### config.mk
export PLATFORM = sky130hd
export DESIGN_NAME = synapse_accum_engine
export DESIGN_NICKNAME = d
export VERILOG_FILES = /design/src/rtl/synapse_accum_engine.sv
export SDC_FILE = /design/constraint.sdc
export NUM_CORES = 1
export LEC_CHECK = 0
export ABC_AREA = 1
export CORE_MARGIN = 2
export CORE_UTILIZATION = 57
export CTS_CLUSTER_DIAMETER = 100
export CTS_CLUSTER_SIZE = 24
export DETAILED_ROUTE_END_ITERATION = 10
export HOLD_SLACK_MARGIN = 0.06
export MAX_ROUTING_LAYER = met4
export PLACE_DENSITY = 0.86
export SYNTH_ARGS = -nofsm -noshare
export SYNTH_HDL_FRONTEND = slang
export SYNTH_SLANG_ARGS = --single-unit
### constraint.sdc
create_clock -name clk_i -period 3.51 [get_ports clk_i]
set_clock_uncertainty 0.05 [all_clocks]
set_input_delay 1.053 -clock clk_i [delete_from_list [all_inputs] [get_ports clk_i]]
set_output_delay 1.053 -clock clk_i [all_outputs]
set_load 0.03 [all_outputs]
### src/rtl/synapse_accum_engine.sv
// synapse_accum_engine
// Per-tick synaptic integration engine. A tick latches the presynaptic spike
// vector. The engine then walks the pre neurons one per cycle. Pre neurons that
// did not spike are skipped after a single SCAN cycle. For a spiking pre neuron,
// its signed weight row is added into every postsynaptic membrane potential,
// one post neuron per ACCUM cycle, with saturation. A final FIRE cycle
// thresholds all potentials, resets the neurons that fired and publishes the
// output spike vector.
//
// Output handshake: spike_out_valid_o is a one-cycle, ready-less pulse.
// It is asserted in the cycle after FIRE. spike_out_o changes only on the edge
// that raises spike_out_valid_o, and it holds its value until the next FIRE.
// No backpressure exists, so a consumer must capture the vector while the
// pulse is high.
module synapse_accum_engine #(
  parameter int N_PRE     = 4,
  parameter int N_POST    = 4,
  parameter int W_WIDTH   = 4,
  parameter int ACC_WIDTH = 16,
  parameter int THRESHOLD = 8
) (
  input  logic                clk_i,
  input  logic                rst_i,
  input  logic                tick_i,
  input  logic [N_PRE-1:0]    spike_in_i,
  input  logic                w_wr_en_i,
  input  logic [((N_PRE*N_POST > 1) ? $clog2(N_PRE*N_POST) : 1)-1:0] w_wr_addr_i,
  input  logic [W_WIDTH-1:0]  w_wr_data_i,
  output logic                busy_o,
  output logic [N_POST-1:0]   spike_out_o,
  output logic                spike_out_valid_o,
  output logic                overrun_o,
  output logic [31:0]         dbg_pre_cnt_o,
  output logic [31:0]         dbg_post_cnt_o
);

  localparam int N_W    = N_PRE * N_POST;
  localparam int ADDR_W = (N_W > 1) ? $clog2(N_W) : 1;
  localparam int PRE_W  = (N_PRE > 1) ? $clog2(N_PRE) : 1;
  localparam int POST_W = (N_POST > 1) ? $clog2(N_POST) : 1;
  // Wide enough to hold both any potential and the threshold without truncation.
  localparam int CMP_W  = (ACC_WIDTH > 32) ? ACC_WIDTH + 1 : 33;

  localparam logic [PRE_W-1:0]  PRE_LAST  = PRE_W'(N_PRE - 1);
  localparam logic [POST_W-1:0] POST_LAST = POST_W'(N_POST - 1);

  localparam logic signed [ACC_WIDTH-1:0] ACC_MAX = {1'b0, {(ACC_WIDTH-1){1'b1}}};
  localparam logic signed [ACC_WIDTH-1:0] ACC_MIN = {1'b1, {(ACC_WIDTH-1){1'b0}}};
  localparam logic signed [CMP_W-1:0]     THR_EXT = CMP_W'(THRESHOLD);

  localparam logic [1:0] S_IDLE  = 2'd0;
  localparam logic [1:0] S_SCAN  = 2'd1;
  localparam logic [1:0] S_ACCUM = 2'd2;
  localparam logic [1:0] S_FIRE  = 2'd3;

  // FSM and scan position
  logic [1:0]        state_q, state_d;
  logic [PRE_W-1:0]  pre_q, pre_d;
  logic [POST_W-1:0] post_q, post_d;

  // Latched spikes, weights, potentials and outputs
  logic [N_PRE-1:0]            spk_q;
  logic [W_WIDTH-1:0]          w_mem [N_W];
  logic signed [ACC_WIDTH-1:0] v_q [N_POST];
  logic [N_POST-1:0]           spike_out_q;
  logic                        valid_q;
  logic                        overrun_q;

  // Datapath
  logic                        tick_accept;
  logic                        w_wr_accept;
  logic [ADDR_W-1:0]           rd_addr;
  logic signed [ACC_WIDTH-1:0] w_ext;
  logic signed [ACC_WIDTH-1:0] v_cur;
  logic signed [ACC_WIDTH:0]   v_sum_wide;
  logic signed [ACC_WIDTH-1:0] v_sum_sat;
  logic [N_POST-1:0]           fired;

  assign busy_o            = (state_q != S_IDLE);
  assign spike_out_o       = spike_out_q;
  assign spike_out_valid_o = valid_q;
  assign overrun_o         = overrun_q;
  assign dbg_pre_cnt_o     = 32'(pre_q);
  assign dbg_post_cnt_o    = 32'(post_q);

  // A tick is only acted upon in IDLE. Weight writes are dropped while a scan
  // runs, so the weights a scan sees are stable.
  assign tick_accept = tick_i && (state_q == S_IDLE);
  assign w_wr_accept = w_wr_en_i && !busy_o && (32'(w_wr_addr_i) < N_W);

  // Weight row-major address: pre * N_POST + post
  assign rd_addr = ADDR_W'(32'(pre_q) * N_POST + 32'(post_q));
  assign w_ext   = ACC_WIDTH'($signed(w_mem[rd_addr]));
  assign v_cur   = v_q[post_q];

  // Saturating add: one guard bit detects overflow, then clamp toward the sign of the true sum
  always_comb begin
    v_sum_wide = (ACC_WIDTH+1)'(v_cur) + (ACC_WIDTH+1)'(w_ext);
    if (v_sum_wide[ACC_WIDTH] != v_sum_wide[ACC_WIDTH-1]) begin
      v_sum_sat = v_sum_wide[ACC_WIDTH] ? ACC_MIN : ACC_MAX;
    end else begin
      v_sum_sat = v_sum_wide[ACC_WIDTH-1:0];
    end
  end

  // Threshold compare of every potential, used only in FIRE
  always_comb begin
    fired = '0;
    for (int p = 0; p < N_POST; p++) begin
      fired[p] = (CMP_W'(v_q[p]) >= THR_EXT);
    end
  end

  // Next-state and scan-index logic
  always_comb begin
    state_d = state_q;
    pre_d   = pre_q;
    post_d  = post_q;
    case (state_q)
      S_IDLE: begin
        if (tick_i) begin
          state_d = S_SCAN;
          pre_d   = '0;
          post_d  = '0;
        end
      end
      S_SCAN: begin
        if (spk_q[pre_q]) begin
          state_d = S_ACCUM;
          post_d  = '0;
        end else if (pre_q == PRE_LAST) begin
          state_d = S_FIRE;
        end else begin
          pre_d = pre_q + 1'b1;
        end
      end
      S_ACCUM: begin
        if (post_q == POST_LAST) begin
          post_d = '0;
          if (pre_q == PRE_LAST) begin
            state_d = S_FIRE;
          end else begin
            pre_d   = pre_q + 1'b1;
            state_d = S_SCAN;
          end
        end else begin
          post_d = post_q + 1'b1;
        end
      end
      S_FIRE: begin
        state_d = S_IDLE;
        pre_d   = '0;
        post_d  = '0;
      end
      default: begin
        state_d = S_IDLE;
        pre_d   = '0;
        post_d  = '0;
      end
    endcase
  end

  // Control registers: FSM, spike latch, output vector, valid pulse, sticky overrun
  always_ff @(posedge clk_i) begin
    if (rst_i) begin
      state_q     <= S_IDLE;
      pre_q       <= '0;
      post_q      <= '0;
      spk_q       <= '0;
      spike_out_q <= '0;
      valid_q     <= 1'b0;
      overrun_q   <= 1'b0;
    end else begin
      state_q <= state_d;
      pre_q   <= pre_d;
      post_q  <= post_d;
      valid_q <= (state_q == S_FIRE);
      if (tick_accept) begin
        spk_q <= spike_in_i;
      end
      if (state_q == S_FIRE) begin
        spike_out_q <= fired;
      end
      if (tick_i && busy_o) begin
        overrun_q <= 1'b1;
      end
    end
  end

  // Membrane potentials: one post neuron per ACCUM cycle; fired neurons cleared in FIRE
  always_ff @(posedge clk_i) begin
    if (rst_i) begin
      for (int p = 0; p < N_POST; p++) begin
        v_q[p] <= '0;
      end
    end else if (state_q == S_ACCUM) begin
      v_q[post_q] <= v_sum_sat;
    end else if (state_q == S_FIRE) begin
      for (int p = 0; p < N_POST; p++) begin
        if (fired[p]) begin
          v_q[p] <= '0;
        end
      end
    end
  end

  // Weight RAM: not reset, so the contents survive rst_i
  always_ff @(posedge clk_i) begin
    if (w_wr_accept) begin
      w_mem[w_wr_addr_i] <= w_wr_data_i;
    end
  end

`ifndef SYNTHESIS
  // The valid pulse never lasts two cycles, because FIRE is never entered twice in a row
  a_valid_pulse: assert property (@(posedge clk_i) disable iff (rst_i)
    spike_out_valid_o |=> !spike_out_valid_o);

  // Only reset clears overrun
  a_overrun_sticky: assert property (@(posedge clk_i) disable iff (rst_i)
    overrun_o |=> overrun_o);

  // The scan index stays inside the pre range
  a_pre_range: assert property (@(posedge clk_i) disable iff (rst_i)
    32'(pre_q) < N_PRE);
`endif

endmodule

==> impl_results.md <==
* Crit path to: v_q[2][13]
* Share of cells above drive strength 1 at 0.1553
* First-pass GRT wire length at a little over 30000 um
* Drt initial violations at 732
* Clk sink count at 146
* Layout area overhead at 17.00%
* Final hold slack at 0.4230 ns
* CP startpoint: post_q[0]
* Sequential cell area fraction in the yosys report at 0.5343
* Slew margin rel. at 0.5001
* GR Overflow Total at 0
* Number of global-route vias before repair at between 5000 and 6000
* Initial Util at 0.5895
* Max_cap viols at 0
* Root buffer cell: clkbuf_16
* Clk slew on worst S/H paths at approximately 0.06 ns
* Seq cells post-synth at between 100 and 150
* Non-Filler Instances at around 1100
* Worst-Skew Late Latency at 0.43 ns
* Hold depth at 2
* Startpoint types: flip-flop
* CORE AREA at 13350 um^2
* R2R setup slack at -0.04 ns
* H-tree Lvls at 4
* Worst setup EP type: flip-flop
* Vias at 6417
* Via/cell ratio at roughly 6.1
* Drt first pass iters at 8
* Reg2Reg Depth at 18
* Synth Flop Type: edfxtp_1
* Layout Nets at 906
* CP arrival at 3.68 ns
* Final worst slack at -0.03831 ns
* Half-perimeter wire length after placement at 12810 um
* Max Slew Vio Count at 0
* CP Data Required Time at between 3 and 4 ns
* Largest net degree at the start of global routing at 37
* Mapped cell area at 7869 um^2
* Outcome: complete, but fails checks
* Cell family with most CP delay: simple AND/OR/NAND/NOR gates
* DRC at 0
* Setup Viol. Count Final at 18
* Yosys warning count at 0
* Slew @ Worst Pin at 0.7430 ns
* WL final at 21570 um
* CTS Hold Buffers Added at 0
* Reg-to-Reg End: v_q[2][13]
* Post-synth ARST share at 0
* Final Util at 0.6897
* Synth top area share at 0.4885
* Fill cells at 910
* Period utilization at 1.011
* Max Clock Freq at 0.2818 GHz
* DRT antenna net count at 0
* Clock tree buffer depth at 2
* Crit-path max FO at 13
* Ports at 87
* CP Depth at 18
* Worst hold path type: flip-flop to flip-flop
* Die Width at 121.5 um
* Reg-to-reg critical path startpoint: post_q[0]
* Violated checks: setup timing
* Diodes inserted at 0
* CP Buf/Inv Count at 4
* PortBufs at 26
* CP max-delay cell: dfxtp_4
* Netlist cell types at 39
* Synth top area cells: edfxtp_1 (49%), buf_4 (5.7%), nor2_1 (5.7%)
* Die Y at approximately 120 um
* Wire per inst at 20.51 um
* Syn Area/Cell at 9.667 um^2
* CTS tree: yes
* Num rows at 42
* Gp weighted congestion at 0.9432
* Post-Syn Instances at 814
* Largest stage delay on the critical path at 0.41 ns
* Die ar. at 14760 um^2
* Total track usage at 0.2847
* Initial antenna violation count at 0
* Dpl cells at 1011
* Min cycle time layout at 3.548 ns
* CTS Buf Count at 17
* EDFF count, synth at between 100 and 150
* Crit-path cells: clkinvlp_4 -> buf_4 -> o21ai_1 -> o221ai_1 -> nand3_1 -> nand2_2 -> buf_8 -> ha_2 -> nand2_2 -> inv_1 -> nand2_1 -> nand2_1 -> a21oi_2 -> nand3_1 -> nand2_4 -> nand2_8 -> a21oi_4 -> nor2_1
* Setup CP Type: flip-flop to flip-flop
* Hold violation total from the final report at 0
* Most area-hungry cell type in the Yosys netlist: edfxtp_1
state kept, by name (all words and copies together), names as in the netlist, named ones only:
signal,cells
v_q,64
w_mem,64
spike_out_o,4
spk_q,4
post_q,2
pre_q,2
state_q,2
overrun_o,1
spike_out_valid_o,1
Yosys cell counts (all sizes together), types with 2 or more instances:
library cell  number
o211ai             7
buf               68
nand2            125
nand3             29
nor2             120
or2                2
dfxtp             18
a211oi             3
clkinv             3
o221ai            13
inv               47
o21ai             69
xnor2              2
nor3               3
a21oi             77
edfxtp           128
ha                26
o22ai             18
o21bai             4
xor2               8
clkbuf            24
nor4              12
final cells by class:
type / count / area [um^2] / share of cell area
multi-input combinational: 587 / 3306 / 0.3591
inverter: 50 / 195.2 / 0.02120
clock buffer: 18 / 429.2 / 0.04662
timing repair buffer: 61 / 635.6 / 0.06904
tap: 176 / 220.2 / 0.02392
sequential: 146 / 4209 / 0.4572
clock inverter: 14 / 211.5 / 0.02297
layer usage:
metal | track usage | share of wire | vias to the layer above
met1 | 0.3255 | 0.35 | 2965
met2 | 0.4747 | 0.50 | 491
met5 | - | 0 | -
met4 | 0.1466 | 0.055 | 0
li1 | - | - | 2842
met3 | 0.05968 | 0.10 | 119
worst register-to-register path: stages, from the launching register on:
cell and delay, ns:
dfxtp_4 0.41, clkinvlp_4 0.15, buf_4 0.20, o21ai_1 0.18
o221ai_1 0.14, nand3_1 0.18, nand2_2 0.12, buf_8 0.20
ha_2 0.37, nand2_2 0.11, inv_1 0.06, nand2_1 0.08
nand2_1 0.09, a21oi_2 0.20, nand3_1 0.19, nand2_4 0.17
nand2_8 0.12, a21oi_4 0.22, nor2_1 0.07
placed cells by master, fill, tap and decap left out, drive strengths merged, types with 18 or more instances in the layout:
cell and n:
conb 60, buf 33, o21ai 69, nor2 120, ha 26, clkbuf 20, inv 46, dfxtp 18
edfxtp 128, nand3 29, o22ai 18, clkdlybuf4s50 26, nand2 127, a21oi 77
repair_timing:
item | in CTS | in global routing
endpoints found under the setup margin | 60 | 60
cloned | 0 | 4
buffers inserted | 2 | 3
pin swaps | 1 | 6
resized for setup | 6 | 45
through the flow:
stage	setup TNS [ns]	worst slack [ns]	area, um^2
finish	-0.3343	-0.03831	9206
detailed placement	-1.774	-0.1139	8207
CTS	0	0.01395	8885
floorplan	0	0.08495	8090
global route	-3.412	-0.1157	9206
global placement	0	0.07505	8207
how the worst min path moves through the flow:
stage | endpoint | slack (ns) | startpoint
2_1_floorplan | spk_q[1] | 0.40 | spk_q[1]
3_3_place_gp | spike_out_o[3] | 0.40 | spike_out_o[3]
3_5_place_dp | spike_out_o[1] | 0.40 | spike_out_o[1]
4_1_cts | spike_out_o[3] | 0.42 | spike_out_o[3]
5_1_grt | spike_out_o[3] | 0.44 | spike_out_o[3]
6_report | spike_out_o[3] | 0.42 | spike_out_o[3]
logic make-up after synthesis:
group,after synthesis,share of synthesized area
and+or+nand+nor,295,0.1612
AOI/OAI and AO/OA,193,0.1458
DFF,146,0.5343
buffers and inverters,142,0.1032
adders and majority gates,27,0.04389
xor gates and xnor gates,10,0.01113
other,1,0.0004766
Power is not shown: default switching activity piles up to over one toggle a cycle in this logic, so the estimate is an artifact.
